[src/rtl/ipu_frame_sequencer.sv]
// Frame-level controller for the image processing unit: streams pixels into the
// IPU one at a time with a frame-constant B/opSel and streams results out.
module ipu_frame_sequencer #(
  parameter int unsigned FRAME_PIXELS = 196608,
  parameter int unsigned IPU_LAT      = 1,
  parameter int unsigned CNT_W        = 18
) (
  input  logic             Clk,
  input  logic             Rst,
  input  logic             start,
  input  logic             abort,
  input  logic [1:0]       cfg_opSel,
  input  logic [7:0]       cfg_B,
  input  logic [7:0]       in_data,
  input  logic             in_valid,
  output logic             in_ready,
  output logic [7:0]       ipu_A,
  output logic [7:0]       ipu_B,
  output logic [1:0]       ipu_opSel,
  output logic             ipu_Load,
  input  logic [15:0]      ipu_C,
  output logic [15:0]      out_data,
  output logic             out_valid,
  input  logic             out_ready,
  output logic             busy,
  output logic             done,
  output logic [CNT_W-1:0] pix_count
);

  localparam int unsigned      LAT_W    = $clog2(IPU_LAT + 1);
  localparam logic [CNT_W-1:0] LAST_PIX = CNT_W'(FRAME_PIXELS - 1);

  typedef enum logic [2:0] {
    S_IDLE,
    S_ISSUE,
    S_WAIT,
    S_EMIT,
    S_DONE
  } state_t;

  state_t             state_q, state_d;
  logic [7:0]         ipu_a_q, ipu_a_d;
  logic [7:0]         ipu_b_q, ipu_b_d;
  logic [1:0]         ipu_op_q, ipu_op_d;
  logic               load_q, load_d;
  logic [LAT_W-1:0]   lat_q, lat_d;
  logic [15:0]        out_data_q, out_data_d;
  logic               out_valid_q, out_valid_d;
  logic [CNT_W-1:0]   pix_q, pix_d;

  // Abort takes precedence, so a pixel is never accepted in the cycle it is raised.
  assign in_ready = (state_q == S_ISSUE) && !abort;

  always_comb begin
    // NOTE: every variable gets a default first so no path leaves one unassigned (no latches).
    state_d     = state_q;
    ipu_a_d     = ipu_a_q;
    ipu_b_d     = ipu_b_q;
    ipu_op_d    = ipu_op_q;
    load_d      = 1'b0;
    lat_d       = lat_q;
    out_data_d  = out_data_q;
    out_valid_d = out_valid_q;
    pix_d       = pix_q;

    unique case (state_q)
      S_IDLE: begin
        if (start && !abort) begin
          ipu_b_d  = cfg_B;
          ipu_op_d = cfg_opSel;
          pix_d    = '0;
          state_d  = S_ISSUE;
        end
      end
      S_ISSUE: begin
        if (in_valid && in_ready) begin
          ipu_a_d = in_data;
          load_d  = 1'b1;
          lat_d   = LAT_W'(IPU_LAT);
          state_d = S_WAIT;
        end
      end
      S_WAIT: begin
        // The count reaches zero on the edge the IPU samples Load; C is captured one edge later.
        if (lat_q == '0) begin
          out_data_d  = ipu_C;
          out_valid_d = 1'b1;
          state_d     = S_EMIT;
        end else begin
          lat_d = lat_q - LAT_W'(1);
        end
      end
      S_EMIT: begin
        if (out_ready) begin
          out_valid_d = 1'b0;
          pix_d       = pix_q + CNT_W'(1);
          state_d     = (pix_q == LAST_PIX) ? S_DONE : S_ISSUE;
        end
      end
      S_DONE:  state_d = S_IDLE;
      default: state_d = S_IDLE;
    endcase

    if (abort && (state_q != S_IDLE)) begin
      state_d     = S_IDLE;
      ipu_a_d     = ipu_a_q;
      load_d      = 1'b0;
      lat_d       = lat_q;
      out_data_d  = out_data_q;
      out_valid_d = 1'b0;
      pix_d       = pix_q;
    end
  end

  // NOTE: sequential state uses non-blocking assignments so all flops update together.
  always_ff @(posedge Clk or posedge Rst) begin
    if (Rst) begin
      state_q     <= S_IDLE;
      ipu_a_q     <= '0;
      ipu_b_q     <= '0;
      ipu_op_q    <= '0;
      load_q      <= 1'b0;
      lat_q       <= '0;
      out_data_q  <= '0;
      out_valid_q <= 1'b0;
      pix_q       <= '0;
    end else begin
      state_q     <= state_d;
      ipu_a_q     <= ipu_a_d;
      ipu_b_q     <= ipu_b_d;
      ipu_op_q    <= ipu_op_d;
      load_q      <= load_d;
      lat_q       <= lat_d;
      out_data_q  <= out_data_d;
      out_valid_q <= out_valid_d;
      pix_q       <= pix_d;
    end
  end

  assign ipu_A     = ipu_a_q;
  assign ipu_B     = ipu_b_q;
  assign ipu_opSel = ipu_op_q;
  assign ipu_Load  = load_q;
  assign out_data  = out_data_q;
  assign out_valid = out_valid_q;
  assign pix_count = pix_q;
  assign busy      = (state_q != S_IDLE);
  assign done      = (state_q == S_DONE);

endmodule

[config.mk]
export PLATFORM = sky130hd
export DESIGN_NAME = ipu_frame_sequencer
export DESIGN_NICKNAME = d
export VERILOG_FILES = /design/src/rtl/ipu_frame_sequencer.sv
export SDC_FILE = /design/constraint.sdc
export NUM_CORES = 1
export LEC_CHECK = 0
export ABC_AREA = 0
export CORE_UTILIZATION = 47
export DETAILED_ROUTE_END_ITERATION = 6
export PLACE_DENSITY = 0.93
export RECOVER_POWER = 25
export SLEW_MARGIN = 20
export SYNTH_ARGS = -nofsm -noshare
export SYNTH_HDL_FRONTEND = slang
export SYNTH_SLANG_ARGS = --single-unit
[constraint.sdc]
create_clock -name Clk -period 4.2 [get_ports Clk]
set_input_delay 1.26 -clock Clk [delete_from_list [all_inputs] [get_ports Clk]]
set_output_delay 1.26 -clock Clk [all_outputs]
set_load 0.02 [all_outputs]
==> results of run 1 <==
[where the power goes]
group | total [W] | internal, W | switching (W)
clock network | 0.000412 | 0.000207 | 0.000205
logic | 0.000595 | 0.000326 | 0.000269
registers | 0.000747 | 0.000678 | 0.0000690
[state kept, by name (all words and copies together), names as in the netlist]
signal,flops
pix_count,18
out_data,16
ipu_A,8
ipu_B,8
state_q,3
ipu_opSel,2
ipu_Load,1
lat_q,1
out_valid,1
[per-stage QoR]
stage	util	area (um^2)	hold slack, ns
4_1_cts	0.727	3760	0.510
5_1_grt	0.726	3750	0.524
6_report	0.726	3750	0.507
3_5_place_dp	0.698	3610	0.495
3_3_place_gp	0.698	3610	0.486
2_1_floorplan	-	2570	0.495
[logic make-up after synthesis]
| logic type | count (synthesis) | share of synthesized area |
|---|---|---|
| fa+ha+maj | 1 | 0.00487 |
| buf+inv | 16 | 0.0268 |
| flops | 58 | 0.565 |
| mux | 36 | 0.162 |
| xor+xnor | 5 | 0.0171 |
| simple gates | 59 | 0.132 |
| compound gates | 36 | 0.0921 |
[cell usage in the layout, fill, tap and decap left out, types with 6 or more instances in the layout]
master           count
a21oi_1             11
clkbuf_8             9
clkdlybuf4s50_1     95
dfrtp_1             58
inv_1                6
mux2_2              35
nand2_1             13
nor2_1              11
o21ai_0              9
or3_1                8
[worst register-to-register path: stages, from the launching register on]
cell and delay (ns):
dfrtp_1 0.54, nor3b_2 0.47, o211ai_1 0.43, or4b_1 0.62
a21oi_1 0.15
[worst paths after layout]
kind | cells past startpoint | endpoint | startpoint
setup / recovery | 4 | in_ready | abort
hold / removal | 1 | out_data[6] | out_data[6]
setup reg to reg | 4 | pix_count[12] | state_q[0]
hold reg to reg | 1 | out_data[6] | out_data[6]
max in group asynchronous | 3 | pix_count[8] | Rst
min in group asynchronous | 3 | out_data[5] | Rst
[area by class of cell]
type | count | area (um^2)
flip-flops and latches | 58 | 1450
fillers | 366 | 1420
multi-input cells | 137 | 1050
repair buffers | 101 | 991
clock buffers | 11 | 131
well taps | 70 | 87.6
inverters | 7 | 26.3
clock inverters | 4 | 20.0
[routing by layer]
| layer | wire length (um) | global-route usage |
|---|---|---|
| met5 | 0 | 0 |
| met4 | 95 | 0.0923 |
| met1 | 2460 | 0.287 |
| met3 | 388 | 0.0578 |
| met2 | 3010 | 0.353 |
==> impl_metrics.toml, run 1 <==
[cts]
post_cts_buffers = 0
clockBufferDepth = 2
cts_sinks = 58
ctsRootBufferMaster = "clkbuf_8"
cts.clk_slew.worst_paths_ns = 0.06
cts_max_level = 3
cts_resized = 0
cts_hold_buf = 0
clk_latency_ns = 0.32
cts_made_buffers = 9
cts_tree = "done"

[logic_synthesis]
avgSynthCellArea_um2 = 12.2
synth.area.top_cells = "dfrtp_1 57%, mux2_2 15%, a21oi_1 2.1%"
async_reset_ff_frac = 1.00
synth_fp_nets = 252
synth_cell_type_count = 41
syn_inst = 211
synth.yosys.warnings = 0
ys.flop_type = "dfrtp_1"
ys_seq_area_frac = 0.565
synth.most_common_cell = "dfrtp_1"
synth_edf_count = 0
synth_common_cells = "58 x dfrtp_1, 35 x mux2_2, 13 x nand2_1"
synthDominantCellAreaShare = 0.565
synth_top_cell_by_area = "dfrtp_1"
ys_ff_latch = 58
synth_area_um2 = 2570

[worst_setup_path]
rrSetupSlack_ns = 1.94
path_cells = "clkdlybuf4s50_1 > nor2_1 > and3_1 > clkdlybuf4s50_1"
worst_path_max_delay_cell = "clkdlybuf4s50_1"
critPathMaxStageDelay_ns = 0.62
worstSetupPathType = "input pin to primary output"
critical_path.top_delay_family = "buffers and inverters"
critPathCaptureType = "primary output"
crit_fanout = 4
worst-path-buf-inv = 2
worst-endpoint-required_ns = 2.94
cpMostUsedCell = "clkdlybuf4s50_1"
crit_path_start_kind = "input pin"
cp.arrival_ns = 2.75

[place]
place.gp.congestion = 0.783
dp_cells = 373
hpwl_um = 4240
pre_cts_ws_ns = 0.253
numPortBuffers = 96

[grt]
grt_pass1_wl_um = 10100
antenna_found_initial = 0
grt_max_degree = 32
grt_util_all_layers = 0.221
grt_pass1_vias = 2111
grt.overflow.total = 0

[timing]
maxSlewViolCount = 32
finalSetupTns_ns = 0
skew_ns = 0.00914
worst_slew_pin_slew_ns = 1.64
finalCritPeriodShare = 0.954
rsz0062_at_grt = "no"
slew_headroom = -0.0954
fmax_mhz = 250
setup_slack_ns = 0.193
setup_viol = 0
min_period_ns = 4.01
hold_viol = 0

[drt]
wl_per_cell_um = 15.4
vias_per_cell = 5.40
drc_errors = 0
drt_pre_antenna_iters = 4
vias = 2097
wl_um = 5960
drt_iter0_markers = 120
ant_nets = 0

[cells_and_area]
syn2layout_area_growth_pct = 46.2
fin_cells = 388
drive_above_1_share = 0.186
fin_nets = 355
diodes = 0

[floorplan]
rows = 26
die_h_um = 75.9
floorplan.initialDensity = 0.496
coreArea_um2 = 5170
die_area_um2 = 5760
num_io_pins = 97
dieWidth_um = 75.9

[pwr]
power.density_nw_per_um2 = 467
leakage_nw = 1.59
power_w = 0.00175
peakVddDrop_v = 0.000343

[run_status]
violations = "max-capacitance violations, max-slew violations"
status = "finished, violations left"

[min_path]
hold_class = "flop to flop"

[run]
cap_violations = 1
Note: power is estimated with default switching activity, not from simulation.
==> inputs of run 2 (changes only) <==
--- a/config.mk
+++ b/config.mk
@@ -6,6 +6,7 @@
 export NUM_CORES = 1
 export LEC_CHECK = 0
 export ABC_AREA = 0
+export CORE_MARGIN = 5
 export CORE_UTILIZATION = 47
 export DETAILED_ROUTE_END_ITERATION = 6
 export PLACE_DENSITY = 0.93
==> impl_metrics.toml, run 2 (synthesis gave the netlist of run 1 again) <==
[cts]
clockBufferDepth = 2
cts_made_buffers = 9
cts_tree = "done"
cts_resized = 0
cts_sinks = 58
ctsRootBufferMaster = "clkbuf_8"
cts.clk_slew.worst_paths_ns = 0.06
clk_latency_ns = 0.33
cts_hold_buf = 0
cts_max_level = 3
post_cts_buffers = 0

[cells_and_area]
final_common_cell = "clkdlybuf4s50_1"
drive_above_1_share = 0.192
fin_cells = 389
most-common-layout-cells = "93 x clkdlybuf4s50_1, 58 x dfrtp_1, 35 x mux2_2"
syn2layout_area_growth_pct = 47.9
fin_nets = 353
fillers = 397
diodes = 0
largest_reg_flops = 18
stdcell_area_um2 = 3800

[worst_setup_path]
worst-path-buf-inv = 2
rrSetupSlack_ns = 1.88
critPathMaxStageDelay_ns = 0.63
cpMostUsedCell = "clkdlybuf4s50_1"
worst-endpoint-required_ns = 2.94
crit_path_start_kind = "input pin"
critical_path.top_delay_family = "buffers and inverters"
crit_fanout = 4
path_cells = "clkdlybuf4s50_1 > nor2_1 > and3_1 > clkdlybuf4s50_1"
critPathCaptureType = "primary output"
cp.arrival_ns = 2.70
worstSetupPathType = "input pin to primary output"
worst_path_max_delay_cell = "clkdlybuf4s50_1"

[timing]
finalSetupTns_ns = 0
skew_ns = 0.0109
maxSlewViolCount = 0
setup_viol = 0
finalCritPeriodShare = 0.943
slew_headroom = 0.253
rsz0062_at_grt = "no"
hold_viol = 0
worst_slew_pin_slew_ns = 1.12
min_period_ns = 3.96
fmax_mhz = 252

[drt]
drc_errors = 0
vias = 2013
wl_um = 6130
drt_pre_antenna_iters = 4
wl_per_cell_um = 15.8
drt_iter0_markers = 71
ant_nets = 0
vias_per_cell = 5.17

[place]
placed_area_um2 = 3600
dp_cells = 373
numPortBuffers = 96
hpwl_um = 4480
place.gp.congestion = 0.752

[grt]
grt_pass1_vias = 2101
grt_max_degree = 31
grt_util_all_layers = 0.185
antenna_found_initial = 0
grt_pass1_wl_um = 10300
grt.overflow.total = 0

[pwr]
peakVddDrop_v = 0.000347
power.density_nw_per_um2 = 490
leakage_nw = 1.61

[floorplan]
dieWidth_um = 83.9
die_area_um2 = 7040
coreArea_um2 = 5410
floorplan.initialDensity = 0.475
num_io_pins = 97
rows = 27
die_h_um = 83.9

[run]
cap_violations = 0

[run_status]
status = "finished, final reports clean"

[min_path]
hold_class = "flop to flop"
-- run 2: where the power goes --
| group | internal [W] | switching, W |
|---|---|---|
| clock | 0.000303 | 0.000213 |
| sequential | 0.000678 | 0.0000694 |
| combinational | 0.000324 | 0.000273 |
-- run 2: worst paths after layout --
check | start | endpoint | depth (start not counted)
min in group asynchronous | Rst | out_data[2] | 2
max in group asynchronous | Rst | ipu_B[5] | 3
max reg2reg | state_q[2] | out_data[4] | 4
min reg2reg | out_data[15] | out_data[15] | 1
min | out_data[15] | out_data[15] | 1
max | abort | in_ready | 4
-- run 2: cell type report --
type | instances | area [um^2] | share of cell area
repair buffers | 99 | 977 | 0.257
flip-flops and latches | 58 | 1450 | 0.382
clock buffers | 11 | 151 | 0.0399
clock inverters | 5 | 52.6 | 0.0138
multi-input cells | 137 | 1050 | 0.276
well taps | 72 | 90.1 | 0.0237
inverters | 7 | 26.3 | 0.00692
-- run 2: worst reg2reg max path, delay by kind of cell (launching register included) --
family | cells | cell delay [ns]
buffers and inverters | 1 | 0.40
multiplexers | 1 | 0.52
flip-flops | 1 | 0.43
AND/OR/NAND/NOR | 2 | 0.85
-- run 2: per-layer routing --
layer	track usage	routed length (um)	vias to the layer above
li1	-	-	966
met1	0.222	2530	979
met2	0.306	3150	60
met3	0.0474	346	8
met4	0.0965	106	0
met5	0	0	-
-- run 2: per-stage QoR --
| stage | total power [W] | util | hold WS, ns | setup WS (ns) |
|---|---|---|---|---|
| floorplan | 0.00104 | - | 0.495 | 1.25 |
| global placement | 0.00134 | 0.666 | 0.487 | 0.255 |
| detailed placement | 0.00136 | 0.666 | 0.493 | 0.256 |
| CTS | 0.00188 | 0.703 | 0.507 | 0.245 |
| global route | 0.00195 | 0.702 | 0.512 | 0.157 |
| finish | 0.00186 | 0.702 | 0.505 | 0.238 |
==> inputs of run 3 (changes only) <==
--- a/config.mk
+++ b/config.mk
@@ -6,10 +6,11 @@
 export NUM_CORES = 1
 export LEC_CHECK = 0
 export ABC_AREA = 0
+export ABC_CLOCK_PERIOD_IN_PS = 4200
 export CORE_MARGIN = 5
 export CORE_UTILIZATION = 47
 export DETAILED_ROUTE_END_ITERATION = 6
-export PLACE_DENSITY = 0.93
+export PLACE_DENSITY = 0.85
 export RECOVER_POWER = 25
 export SLEW_MARGIN = 20
 export SYNTH_ARGS = -nofsm -noshare
==> impl_metrics.toml, run 3 (synthesis gave the netlist of run 1 again) <==
[run_status]
status = "finished, final reports clean"

[timing]
hold_viol = 0
finalSetupTns_ns = 0
finalCritPeriodShare = 0.948
hold_slack_ns = 0.503
maxSlewViolCount = 0
rsz0062_at_grt = "no"
slew_headroom = 0.0661
worst_slew_pin_slew_ns = 1.40
min_period_ns = 3.98
fmax_mhz = 251
setup_viol = 0
skew_ns = 0.00667

[cts]
clockBufferDepth = 2
clk_latency_ns = 0.32
cts_resized = 0
cts_max_level = 3
ctsRootBufferMaster = "clkbuf_8"
post_cts_buffers = 0
cts.clk_slew.worst_paths_ns = 0.06
cts_made_buffers = 9
cts_hold_buf = 0
cts_sinks = 58
cts_tree = "done"

[cells_and_area]
fin_nets = 353
syn2layout_area_growth_pct = 48.0
largest_reg_flops = 18
final_common_cell = "clkdlybuf4s50_1"
diodes = 0
most-common-layout-cells = "94 x clkdlybuf4s50_1, 58 x dfrtp_1, 35 x mux2_2"
drive_above_1_share = 0.190
seq_area_um2 = 1450
fillers = 425
multi_input_area_um2 = 1050

[pwr]
power.density_nw_per_um2 = 490
power_w = 0.00186
peakVddDrop_v = 0.000321
leakage_nw = 1.61

[grt]
grt_pass1_wl_um = 10100
grt.overflow.total = 0
antenna_found_initial = 0
grt_pass1_vias = 2040
grt_max_degree = 59
grt_util_all_layers = 0.182

[worst_setup_path]
critical_path.top_delay_family = "buffers and inverters"
crit_start = "abort"
worst_path_max_delay_cell = "clkdlybuf4s50_1"
worst-path-buf-inv = 2
crit_path_start_kind = "input pin"
cp.arrival_ns = 2.72
worst-endpoint-required_ns = 2.94
path_cells = "clkdlybuf4s50_1 > nor2_1 > and3_1 > clkdlybuf4s50_1"
cp.depth = 4
critPathMaxStageDelay_ns = 0.63
r2r-start = "state_q[0]"
rrSetupSlack_ns = 1.93
r2r-end = "pix_count[10]"
critPathCaptureType = "primary output"
r2r_cells = 4
crit_fanout = 4
worstSetupPathType = "input pin to primary output"
cpMostUsedCell = "clkdlybuf4s50_1"

[min_path]
hold_class = "flop to flop"
holdPathStages = 1
holdPathEnd = "out_data[11]"
timing.hold.worst.start = "out_data[11]"

[drt]
wl_um = 6070
vias = 2030
drt_iter0_markers = 113
drt_pre_antenna_iters = 4
ant_nets = 0
wl_per_cell_um = 15.6
vias_per_cell = 5.23
drc_errors = 0

[run]
cap_violations = 0

[floorplan]
coreArea_um2 = 5410
num_io_pins = 97
floorplan.initialDensity = 0.475
rows = 27
dieWidth_um = 83.9
die_area_um2 = 7040
die_h_um = 83.9

[place]
place.gp.congestion = 0.777
hpwl_um = 4410
numPortBuffers = 96
-- run 3: power breakdown --
part	switching, W	total [W]	internal [W]
sequential	0.0000664	0.000744	0.000678
clock	0.000201	0.000520	0.000319
combinational	0.000273	0.000597	0.000325
total	0.000540	0.00186	0.00132
-- run 3: worst reg2reg max path, stage by stage, from the launching register on --
cell,delay (ns)
dfrtp_1,0.52
nor3b_2,0.43
o211ai_1,0.44
or4_1,0.63
a21oi_1,0.18
-- run 3: final cells by class --
type	instances	share of cell area
Sequential cell	58	0.382
Multi-Input combinational cell	137	0.276
Timing Repair Buffer	99	0.258
Clock buffer	13	0.0445
Tap cell	72	0.0237
Clock inverter	2	0.00922
Inverter	7	0.00691
-- run 3: how the worst max path moves through the flow --
stage,to,slack (ns)
floorplan,in_ready,1.25
global placement,in_ready,0.25
detailed placement,in_ready,0.23
CTS,in_ready,0.22
global route,in_ready,0.16
finish,in_ready,0.22
-- run 3: stage by stage --
step / instance area [um^2] / instances / utilization / worst slack (ns)
after floorplan: 2570 / 211 / - / 1.25
after global placement: 3600 / 373 / 0.666 / 0.249
after detailed placement: 3600 / 373 / 0.666 / 0.229
after CTS: 3800 / 388 / 0.703 / 0.217
after global routing: 3800 / 388 / 0.703 / 0.157
final: 3800 / 388 / 0.703 / 0.218
-- run 3: layer usage --
metal,track usage,up-vias,wire (um)
met5,0,-,0
met4,0.0848,0,121
met3,0.0711,12,469
met2,0.291,63,3070
met1,0.216,984,2410
li1,-,971,-
==> patch 1, RTL diff (settings of run 1) <==
Add an input register stage for `cfg_opSel`; this delays it by one clock. The other inputs are not delayed to match.
--- a/src/rtl/ipu_frame_sequencer.sv
+++ b/src/rtl/ipu_frame_sequencer.sv
@@ -38,6 +38,12 @@
     S_DONE
   } state_t;
 
+  logic [1:0] cfg_opSel_q;
+
+  always_ff @(posedge Clk) begin
+    cfg_opSel_q <= cfg_opSel;
+  end
+
   state_t             state_q, state_d;
   logic [7:0]         ipu_a_q, ipu_a_d;
   logic [7:0]         ipu_b_q, ipu_b_d;
@@ -67,7 +73,7 @@
       S_IDLE: begin
         if (start && !abort) begin
           ipu_b_d  = cfg_B;
-          ipu_op_d = cfg_opSel;
+          ipu_op_d = cfg_opSel_q;
           pix_d    = '0;
           state_d  = S_ISSUE;
         end
Function: changed (a bounded check fails within 4 cycles, from zero or initial values and one cycle with Rst high).
==> patch 1 against run 1 <==
  * Power increased by 11%
  * Global-route usage barely moved
  * First-iteration DRC count down 11%
  * Final area up 3.4%
  * Combinational power down 2%
  * Clock power grew 48%
  * Via count up 2.1%
  * Sequential cell count grew 2
  * Wire length increased by 3.8%
  * Synthesized area rose by 3.5%
  * Final cell count rose by 1.0%
  * Largest power group unchanged
  * Setup slack gained 120 ps
==> patch 1: results (changes against run 1) <==
yosys:
  top_cells_by_count_synth: "58 x dfrtp_1, 34 x mux2_2, 15 x a21oi_1, 11 x o21ai_0, 9 x nand2_1"  # was 58 x dfrtp_1, 35 x mux2_2, 13 x nand2_1, 11 x a21oi_1, 11 x nor2_1
  fraction_of_the_yosys_area_taken_by_sequential_cells_pct: 56.1  # was 56.5%
  postSynth.asyncResetShare_pct: 96.7  # was 100%
  synth.mux.area_fraction_pct: 14.8  # was 16.2%
  postSynthCellCount: 214  # was 211
  synthesis.nets: 255  # was 252
  post_synthesis_adder_cell_area_fraction_pct: 0.471  # was 0.487%
  yosys-top-cells-area: "dfrtp_1 55%, mux2_2 14%, a21oi_1 2.8%"  # was dfrtp_1 57%, mux2_2 15%, a21oi_1 2.1%
  yosysUniqueCellTypes: 46  # was 41
job:
  maxCapViolations: 0  # was 1
layout:
  seq_cell_count: 60  # was 58
  sequential_cell_area_mm2: 0.00149  # was 0.00145 mm²
  layout.comb_gates.multi_input: 139  # was 137
  fillerInstances: 406  # was 366
  clkCellAreaFrac_pct: 5.96  # was 4.03%
  non_clock_buffer_area_share_pct: 25.3  # was 26.4%
  final_layout_size_suffix_gt1_share_pct: 18.8  # was 18.6%
  final.signal_buffer_count: 100  # was 101
  inv_count: 5  # was 7
  final_nets: 356  # was 355
  multi_input_combinational_area_share_pct: 27.5  # was 27.9%
worst_setup_path:
  number_of_cell_instances_on_the_worst_register_to_register_path: 3  # was 4
  reg2reg_to: "ipu_B[2]"  # was pix_count[12]
  rrSetupSlack_ps: 2100  # was 1940 ps
power:
  p_per_area_mw_per_mm2: 503  # was 467 mW/mm²
  sequentialPower_uw: 762  # was 747 µW
  power.combinational.fraction_pct: 29.8  # was 33.9%
  switchingPower_uw: 550  # was 543 µW
global_route:
  gr-usage-met2_pct: 38.0  # was 35.3%
  globalRouteTotalUtil_pct: 22.1  # about the same
  first_global_vias: 2130  # was 2,111
  gr-usage-met3_pct: 3.69  # was 5.78%
  grt_first_pass_wirelength_um: 10200  # was 10,100 µm
  grt_max_degree: 28  # was 32
placement:
  gp_congestion: 0.794  # was 0.783
  postPlaceCellArea_mm2: 0.00366  # was 0.00361 mm²
  placedCellCount: 376  # was 373
  place_ws_ps: 309  # was 253 ps
  place_hpwl_um: 4400  # was 4240 µm
outcome:
  outcome: "complete, no violations"  # was finished with violations
sta:
  fmaxAchievable_mhz: 257  # was 250 MHz
  skew_ps: 5.64  # was 9.14 ps
  holdWs_ps: 464  # was 507 ps
  worstMarginPinSlew_ps: 1460  # was 1640 ps
die:
  dieWidth_um: 77.2  # was 75.9 µm
routing:
  detail_route.iter0.violations: 107  # was 120
  drt_wl_total_um: 6190  # was 5960 µm
worst_hold_path:
  min_to: "ipu_opSel[0]"  # was out_data[6]
  hold_start: "cfg_opSel_q[0]"  # was out_data[6]
-- patch 1: changes by cell type after synthesis, moves of 3 or more --
cell / delta
buf_6: +5
nand2_1: -4
o31ai_1: +3
xor2_1: -4
nand3_1: +5
nor2_1: -7
or4_1: +3
buf_2: -4
and3_1: -5
a21oi_1: +4
-- patch 1: worst reg2reg max path, cell delays in order (launching register included) --
cell	delay (ps)
dfrtp_1	560
nor3b_4	420
and2_1	590
mux2_2	410
-- patch 1: per-layer routing --
| metal | vias up | share of wire [%] |
|---|---|---|
| li1 | 1001 | - |
| met1 | 1064 | 41 |
| met2 | 63 | 52 |
| met3 | 12 | 4.1 |
| met4 | 0 | 2.4 |
| met5 | - | 0 |
==> patch 2, RTL diff (config.mk and constraints of run 1) <==
Without the edit above. The parameter `FRAME_PIXELS` goes from 196608 to 131072.
--- a/src/rtl/ipu_frame_sequencer.sv
+++ b/src/rtl/ipu_frame_sequencer.sv
@@ -1,7 +1,7 @@
 // Frame-level controller for the image processing unit: streams pixels into the
 // IPU one at a time with a frame-constant B/opSel and streams results out.
 module ipu_frame_sequencer #(
-  parameter int unsigned FRAME_PIXELS = 196608,
+  parameter int unsigned FRAME_PIXELS = 131072,
   parameter int unsigned IPU_LAT      = 1,
   parameter int unsigned CNT_W        = 18
 ) (
Function: same outputs for any inputs over 10 cycles, from zero or initial values and one cycle with Rst high; that may be too few to reach the edited logic, so the function may still have changed.
==> patch 2 against run 1 <==
  * The run still ends with capacitance limit, slew limit left
  * Global-route usage barely moved
  * Register-to-register slack gained 80 ps
  * Power rose by 3.5%
  * Final area rose by 1.2%
  * Setup slack better by 23 ps
  * Wire length down 2.3%
  * Maximum frequency increased by 0.58%
  * Via count is 6.2% higher
  * Synthesized area about the same
  * Sequential cell count did not move
  * Final cell count rose by 5.9%
  * Largest cell class unchanged
==> patch 2: results (changes against run 1) <==
outcome:
  outcome: "finished with violations"  # unchanged
  violations_in_the_final_reports: "capacitance limit, slew limit"  # unchanged
worst_setup_path:
  critPathMaxStageDelay_ps: 600  # was 620 ps
  worst-path-max-fanout: 6  # was 4
  rrSetupSlack_ps: 2020  # was 1940 ps
yosys:
  top_cells_by_count_synth: "58 x dfrtp_1, 42 x nand2_1, 24 x mux2_2, 15 x a21oi_1, 11 x o21ai_0"  # was 58 x dfrtp_1, 35 x mux2_2, 13 x nand2_1, 11 x a21oi_1, 11 x nor2_1
  yosys-top-cells-area: "dfrtp_1 57%, mux2_2 11%, nand2_1 6.1%"  # was dfrtp_1 57%, mux2_2 15%, a21oi_1 2.1%
  syn_avg_cell_area_um2: 11.0  # was 12.2 µm²
  synthesis.nets: 274  # was 252
  yosysUniqueCellTypes: 38  # was 41
sta:
  holdWs_ps: 482  # was 507 ps
  slew_viol_final: 31  # was 32
  slew_margin_rel_pct: -2.46  # was -9.54%
  final_min_period_over_clock_period_pct: 94.8  # was 95.4%
routing:
  vias: 2227  # was 2,097
  detail_route.iter0.violations: 76  # was 120
  drt_wl_total_um: 5830  # was 5960 µm
placement:
  postPlaceCellArea_mm2: 0.00361  # about the same
  placedCellCount: 395  # was 373
  place_ws_ps: 227  # was 253 ps
  gp_congestion: 0.812  # was 0.783
  place_hpwl_um: 4250  # was 4240 µm
layout:
  finished_layout_cells: 411  # was 388
  final_nets: 377  # was 355
  final_layout_size_suffix_gt1_share_pct: 15.5  # was 18.6%
job:
  maxCapViolations: 1  # unchanged
power:
  total_leakage_power_uw: 0.00161  # was 0.00159 µW
  power.ir.vdd_worst_mv: 0.313  # was 0.343 mV
  cell_internal_pwr_uw: 1260  # was 1210 µW
worst_hold_path:
  hold_depth: 2  # was 1
global_route:
  globalRouteTotalUtil_pct: 22.2  # was 22.1%
  first_global_vias: 2199  # was 2,111
-- patch 2: cell types whose count changed in the layout (fill, tap and decap cells not counted), sizes merged, moves of 3 or more --
| cell | run 1 | this run |
|---|---|---|
| nor2 | 11 | 6 |
| clkinvlp | 0 | 4 |
| and3 | 6 | 2 |
| nand2 | 14 | 42 |
| xor2 | 5 | 1 |
| clkinv | 5 | 2 |
| or4 | 3 | 8 |
| nand3 | 1 | 6 |
| a21oi | 11 | 15 |
| mux2 | 35 | 24 |
-- patch 2: final cells by class --
| class | instances | share of cell area (%) |
|---|---|---|
| Timing Repair Buffer | 101 | 26.1 |
| Tap cell | 70 | 2.30 |
| Multi-Input combinational cell | 158 | 27.6 |
| Clock buffer | 9 | 3.26 |
| Sequential cell | 58 | 38.2 |
| Inverter | 8 | 0.790 |
| Clock inverter | 7 | 1.84 |
-- patch 2: worst min path at each step --
stage          endpoint  slack, ps  startpoint
6_report       ipu_B[7]        480    ipu_B[7]
4_1_cts        ipu_B[1]        480    ipu_B[1]
2_1_floorplan     lat_q        540       lat_q
3_5_place_dp   ipu_B[1]        470    ipu_B[1]
5_1_grt        ipu_B[1]        510    ipu_B[1]
3_3_place_gp   ipu_B[4]        460    ipu_B[4]
-- patch 2: kinds of logic after synthesis --
logic type	after synthesis	synth area share, %
and+or+nand+nor	89	18.0
DFF	58	56.6
AOI/OAI and AO/OA	41	9.76
muxes	25	11.4
buffers and inverters	17	3.12
xor gates and xnor gates	2	0.683
adders and majority gates	1	0.488
-- patch 2: routing by layer --
layer / routed length [µm] / track usage [%] / vias to the layer above
li1: - / - / 1044
met1: 2400 / 25.2 / 1089
met2: 2920 / 38.5 / 83
met3: 409 / 6.08 / 11
met4: 96 / 10.7 / 0
met5: 0 / 0 / -
